`src/rtl/upsample_unit.sv`:
```
// Nearest-neighbour upsampler: stores one source row, then replays each pixel
// scale_x times per line and each line scale_y times before taking the next row.
`timescale 1ns/1ps
`ifndef QW
`define QW 8
`endif
`ifndef XW
`define XW 4
`endif

module upsample_unit #(
  parameter int ifsize_x = 8,
  parameter int ifsize_y = 8,
  parameter int scale_x  = 2,
  parameter int scale_y  = 2
) (
  input  logic                   clk,
  input  logic                   rst,
  input  logic [`XW*`QW-1:0]     data_i,
  input  logic                   valid_i,
  output logic                   ready_o,
  output logic [`XW*`QW-1:0]     data_o,
  output logic                   valid_o,
  input  logic                   ready_i,
  output logic                   last_o
);

  localparam int PW   = `XW * `QW;
  localparam int IX_W = (ifsize_x > 1) ? $clog2(ifsize_x) : 1;
  localparam int IY_W = (ifsize_y > 1) ? $clog2(ifsize_y) : 1;
  localparam int SX_W = (scale_x  > 1) ? $clog2(scale_x)  : 1;
  localparam int SY_W = (scale_y  > 1) ? $clog2(scale_y)  : 1;

  localparam logic [IX_W-1:0] IX_MAX = IX_W'(ifsize_x - 1);
  localparam logic [IY_W-1:0] IY_MAX = IY_W'(ifsize_y - 1);
  localparam logic [SX_W-1:0] SX_MAX = SX_W'(scale_x - 1);
  localparam logic [SY_W-1:0] SY_MAX = SY_W'(scale_y - 1);

  typedef enum logic {FILL, EMIT} state_t;

  state_t          r_state;
  state_t          w_nextState;

  logic [PW-1:0]   r_buf [ifsize_x];
  logic [IX_W-1:0] r_inX;
  logic [IX_W-1:0] r_outX;
  logic [SX_W-1:0] r_repX;
  logic [SY_W-1:0] r_repY;
  logic [IY_W-1:0] r_inY;

  logic            w_inAcc;
  logic            w_outAcc;
  logic            w_inXMax;
  logic            w_outXMax;
  logic            w_repXMax;
  logic            w_repYMax;
  logic            w_inYMax;
  logic            w_rowDone;

  assign w_inAcc   = valid_i & ready_o;
  assign w_outAcc  = valid_o & ready_i;
  assign w_inXMax  = (r_inX  == IX_MAX);
  assign w_outXMax = (r_outX == IX_MAX);
  assign w_repXMax = (r_repX == SX_MAX);
  assign w_repYMax = (r_repY == SY_MAX);
  assign w_inYMax  = (r_inY  == IY_MAX);
  assign w_rowDone = w_repXMax & w_outXMax & w_repYMax;

  always_ff @(posedge clk) begin
    if (rst) begin
      r_state <= FILL;
    end else begin
      r_state <= w_nextState;
    end
  end

  always_comb begin
    w_nextState = r_state;
    case (r_state)
      FILL:    if (w_inAcc && w_inXMax) w_nextState = EMIT;
      EMIT:    if (w_outAcc && w_rowDone) w_nextState = FILL;
      default: w_nextState = FILL;
    endcase
  end

  // Both handshakes are masked during reset so nothing leaks out of an aborted frame.
  always_comb begin
    ready_o = 1'b0;
    valid_o = 1'b0;
    data_o  = '0;
    last_o  = 1'b0;
    if (!rst) begin
      case (r_state)
        FILL: ready_o = 1'b1;
        EMIT: begin
          valid_o = 1'b1;
          data_o  = r_buf[r_outX];
          last_o  = w_rowDone & w_inYMax;
        end
        default: ;
      endcase
    end
  end

  always_ff @(posedge clk) begin
    if (rst) begin
      for (int i = 0; i < ifsize_x; i++) begin
        r_buf[i] <= '0;
      end
    end else if (w_inAcc) begin
      r_buf[r_inX] <= data_i;
    end
  end

  // Counters cascade like an odometer: rep_x, then source column, then line repeat, then source row.
  always_ff @(posedge clk) begin
    if (rst) begin
      r_inX  <= '0;
      r_outX <= '0;
      r_repX <= '0;
      r_repY <= '0;
      r_inY  <= '0;
    end else begin
      if (w_inAcc) begin
        r_inX <= w_inXMax ? '0 : r_inX + IX_W'(1);
      end
      if (w_outAcc) begin
        r_repX <= w_repXMax ? '0 : r_repX + SX_W'(1);
        if (w_repXMax) begin
          r_outX <= w_outXMax ? '0 : r_outX + IX_W'(1);
          if (w_outXMax) begin
            r_repY <= w_repYMax ? '0 : r_repY + SY_W'(1);
            if (w_repYMax) begin
              r_inY <= w_inYMax ? '0 : r_inY + IY_W'(1);
            end
          end
        end
      end
    end
  end

endmodule

```
`config.mk`:
```
export PLATFORM = sky130hd
export DESIGN_NAME = upsample_unit
export DESIGN_NICKNAME = d
export VERILOG_FILES = /design/src/rtl/upsample_unit.sv
export SDC_FILE = /design/constraint.sdc
export NUM_CORES = 1
export LEC_CHECK = 0
export CORE_MARGIN = 2
export CORE_UTILIZATION = 57
export CTS_BUF_LIST = sky130_fd_sc_hd__clkbuf_4
export DETAILED_ROUTE_END_ITERATION = 6
export PLACE_DENSITY = 0.79
export SYNTH_ARGS = -nofsm -noshare
export SYNTH_HDL_FRONTEND = slang
export SYNTH_SLANG_ARGS = --single-unit
```
`constraint.sdc`:
```
create_clock -name clk -period 4.8 [get_ports clk]
set_clock_uncertainty 0.05 [all_clocks]
set_input_delay 1.2 -clock clk [delete_from_list [all_inputs] [get_ports clk]]
set_output_delay 1.2 -clock clk [all_outputs]
set_load 0.01 [all_outputs]
```
Yosys cells after proc, flatten, opt, wreduce, memory -nomap -nowiden

Memories as Yosys holds them, arrays and structs flattened. A register that Yosys moved wholly into a read port is not among the register bits.
Cells that the tools add are included.

Multiplexer cells: 26
Add/sub/neg operators: 5
Equal/unequal tests: 3
Bitwise gates (word level): 6
Reductions and logical operators: 6

Operator list:

| cell                                         | number |
|---|---|
| 2-to-1 mux 32 bit                            | 3 |
| OR reduction 32 bit                          | 1 |
| 2-to-1 mux 3 bit                             | 6 |
| 2-to-1 mux 1 bit                             | 16 |
| adder 3 x 1 -> 3 bit (second input constant) | 3 |
| == test 3 bit (second input constant)        | 3 |
| bitwise AND 1 bit                            | 5 |
| AND reduction 4 bit                          | 1 |
| AND reduction 3 bit                          | 1 |
| adder 1 bit (second input constant)          | 2 |
| logical AND 1 bit                            | 2 |
| case mux 1 bit (2 select lines)              | 1 |
| AND reduction 2 bit                          | 1 |
| inverter 1 bit                               | 1 |

Logic and storage cells: 53
Register bits after elaboration: 12
Memory bits (writable): 256
Memories kept: 1
Bits of input ports: 36

Memories:

| memory | depth | width | read ports | clocked after memory_dff | wr ports | line | text |
|---|---|---|---|---|---|---|---|
| r_buf  | 8     | 32    | 1          | 1                        | 8        | 44   | `logic [PW-1:0] r_buf [ifsize_x];` |

Logic depth before layout (Yosys ltp)

Word-level depth: 8
Gate-level depth with buffers: 6
Gate-level depth less buffers: 5

Least setup slack after synthesis

No wires, ideal clock.

Path type: input port to output port
Start point: in rst
End point: out data_o[2]
Setup slack: 1258 ps
Stages on the path: 5
Arrival time: 2292 ps
Cells stage by stage: or4b_1 > clkbuf_1 > clkbuf_1 > o22ai_1 > or2_1

Cells in the longest elaborated chain, start to end: 1

RTL lines:

| what              | line | text |
|---|---|---|
| start, declared   | 18   | `input logic rst,` |
| 2-to-1 mux 32 bit | 92   | `if (!rst) begin` |
| end, declared     | 22   | `` output logic [`XW*`QW-1:0] data_o, `` |

Every way passes these cells.

Final worst setup path

Start point: in rst
End point: out data_o[31]

The elaborated chain is that of the path after synthesis.

==> run summary <==
Largest family of logic cells by synthesized area = simple AND/OR/NAND/NOR gates
Initial core utilization = 0.581
Synthesis Warnings = 0
Fin. max-slew vios = 0
Crit-path cells = clkdlybuf4s50_1, buf_4, nand4bb_2, buf_12, o22ai_1, or2_2, clkdlybuf4s50_1
Final setup viols = 0
Most used cell, CP = clkdlybuf4s50_1
CP max FO = 32
Power per Cell Area = 337 nW/µm²
Gr busiest metal = met2
Worst Max-Slew Pin Slew = 611 ps
Initial DRT Pass Iterations = 5
CTS resizes = 0
Compound-gate portion of the synthesized area = 0.0363
Global-route wire length before repair = 41600 µm
CTS Buf Count = 69
Max-cap violations = 0
Die footprint = 22700 µm²
Antenna violations before repair = 2
Vias in the first global route = 7771
Final core utilization = 0.671
Setup TNS = 0 ps
Ratio of final minimum period to clock period = 0.964
Residual DRC = 0
Clock net sink count = 271
Slowest Stage Delay on Critical Path = 500 ps
Most frequent cells in the layout = 257 x and2_1, 256 x edfxtp_1, 133 x mux2i_1
Met3 Usage GRT = 0.0500
Share of layout cells above drive strength 1 = 0.165
Slew margin rel. = 0.593
Min Tclk post-route = 4630 ps
Final Hold Viols = 0
Cell area after synthesis = 12300 µm²
Post-synthesis mux area share = 0.109
Vias per inst = 5.63
Htree depth = 3
Crit path DAT = 3380 ps
Overall Power = 4770 µW
CP Launch Type = input pin
Critical path class = in -> out
Maximum clock rate = 216 MHz
Leakage = 0.00509 µW
GR Util All Layers = 0.245
Row cnt = 53
CORE AREA = 21100 µm²
RSZ-0062 raised after global routing = no
CTS Hold Bufs = 0
Critical path capture point type = primary output
Mapped Cells = 880
Post-CTS setup buffers = 0
Total routed wirelength = 26600 µm
Port bufs = 70
Netlist cell types = 33
Worst ir drop on vdd = 0.000162 V
Met1 usage = 0.311
Most common cell after layout, fill and taps aside = and2_1
Largest net degree at the start of global routing = 54
IO Count = 71
Iter 0 DRT Violations = 483
Longest Clk Path Bufs = 3
Worst Path Required = 3550 ps
Met2 usage = 0.418
Synth Register Bits = 271
Synth Area in XOR/XNOR = 0.00143
Worst hold path class = reg -> reg
Synth Area in Adders = 0.00612
CP max-delay cell = clkdlybuf4s50_1
Antenna Nets Post-Route = 0
Width of the chip = 151 µm
Seq/Total Area, Yosys = 0.652
Remaining global-route overflow = 0
Simple-Gate Fraction of Synth Area = 0.174
Synthesized Nets = 922
Area Growth Syn to Fin = 15.5%
Clk root buf = clkbuf_4
Clk pin slew, worst setup/hold paths = 50 ps
Vias = 7383
Chip Height = 151 µm
TritonCTS clock tree = built
Final HPWL from detailed placement = 14700 µm
Avg WL per Cell = 20.3 µm
Status = completed
GPL Wtd Cong = 0.713
Fin nets = 1033
Average cell area after synthesis = 13.9 µm²
Skew-Pair Late Insertion Delay = 650 ps
## per-stage QoR
| step | cells | setup WS, ps | cell area (µm²) | hold slack, ps |
|---|---|---|---|---|
| after floorplan | 880 | 1260 | 12300 | 408 |
| after detailed placement | 1195 | 211 | 13300 | 425 |
| after CTS | 1310 | 198 | 14200 | 434 |
| after global placement | 1195 | 236 | 13300 | 430 |
| after global routing | 1311 | 88.9 | 14200 | 452 |
| final | 1311 | 175 | 14200 | 438 |
## where the power goes
| group | total [µW] | internal [µW] | switching, µW |
|---|---|---|---|
| sequential | 2710 | 2680 | 28.2 |
| clock | 1850 | 959 | 890 |
| combinational | 211 | 75.1 | 136 |
## critical path, delay by kind of cell
family / cells / cell delay, ps
and+or+nand+nor: 2 / 540
buffers and inverters: 4 / 1510
AOI/OAI and AO/OA: 1 / 130
## path summary, 6_finish.rpt
path	from	endpoint	slack [ps]	cells after the start
setup reg to reg	r_state	r_buf[2][19]	2310	4
setup / recovery	rst	data_o[31]	170	7
hold reg to reg	r_inY[1]	r_inY[1]	440	2
hold / removal	r_inY[1]	r_inY[1]	440	2
## cell type report
class | instances | area [µm²]
Sequential cell | 271 | 7990
Fill cell | 1499 | 6930
Multi-Input combinational cell | 552 | 4020
Timing Repair Buffer | 97 | 978
Clock buffer | 101 | 758
Tap cell | 275 | 344
Clock inverter | 14 | 57.6
Antenna cell | 1 | 2.50
## sequential cells by signal, indices dropped and copies added, names as in the netlist, named ones only
register,flops
r_inY,3
r_buf,256
r_inX,3
r_repX,1
r_repY,1
r_state,1
r_outX,3
## per-layer routing
| metal | routed length (µm) | part of all wire |
|---|---|---|
| met1 | 11200 | 0.42 |
| met4 | 567 | 0.021 |
| met5 | 15 | 0.00056 |
| met3 | 1400 | 0.053 |
| met2 | 13400 | 0.50 |
## kinds of logic after synthesis
kind of cell	count (synthesis)
buffers and inverters	57
muxes	133
DFF	271
AOI/OAI and AO/OA	73
and+or+nand+nor	338
xor gates and xnor gates	2
adders and majority gates	6
## synth_stat cells
library cell    n  area share
buf_2          11      0.0045
or4b_4          1      0.0011
o22ai_1        64       0.033
ha_1            6      0.0061
nor2_1         12      0.0037
nor2_4          3      0.0028
or3_1           1     0.00051
or2_2          26       0.013
nor3_1          1     0.00041
mux2i_1       133        0.11
nand3_1         3      0.0012
nand2_1         4      0.0012
nand3b_1        1     0.00061
nand4bb_1       3      0.0028
a21oi_1         5      0.0020
nor2b_1         1     0.00051
buf_6           4      0.0037
o21ai_0         4      0.0016
or4b_1          1     0.00082
and3_1          1     0.00051
dfxtp_1        15       0.024
or2_1          14      0.0071
nand4b_1        2      0.0014
edfxtp_1      256        0.63
or4_1           1     0.00061
clkbuf_2        9      0.0037
nand2b_1        3      0.0015
and4b_1         1     0.00082
xor2_1          2      0.0014
nor3_4          1      0.0013
clkbuf_1       33       0.010
and2_1        257        0.13
nand4_1         1     0.00051
(Power assumes the default switching activity.)
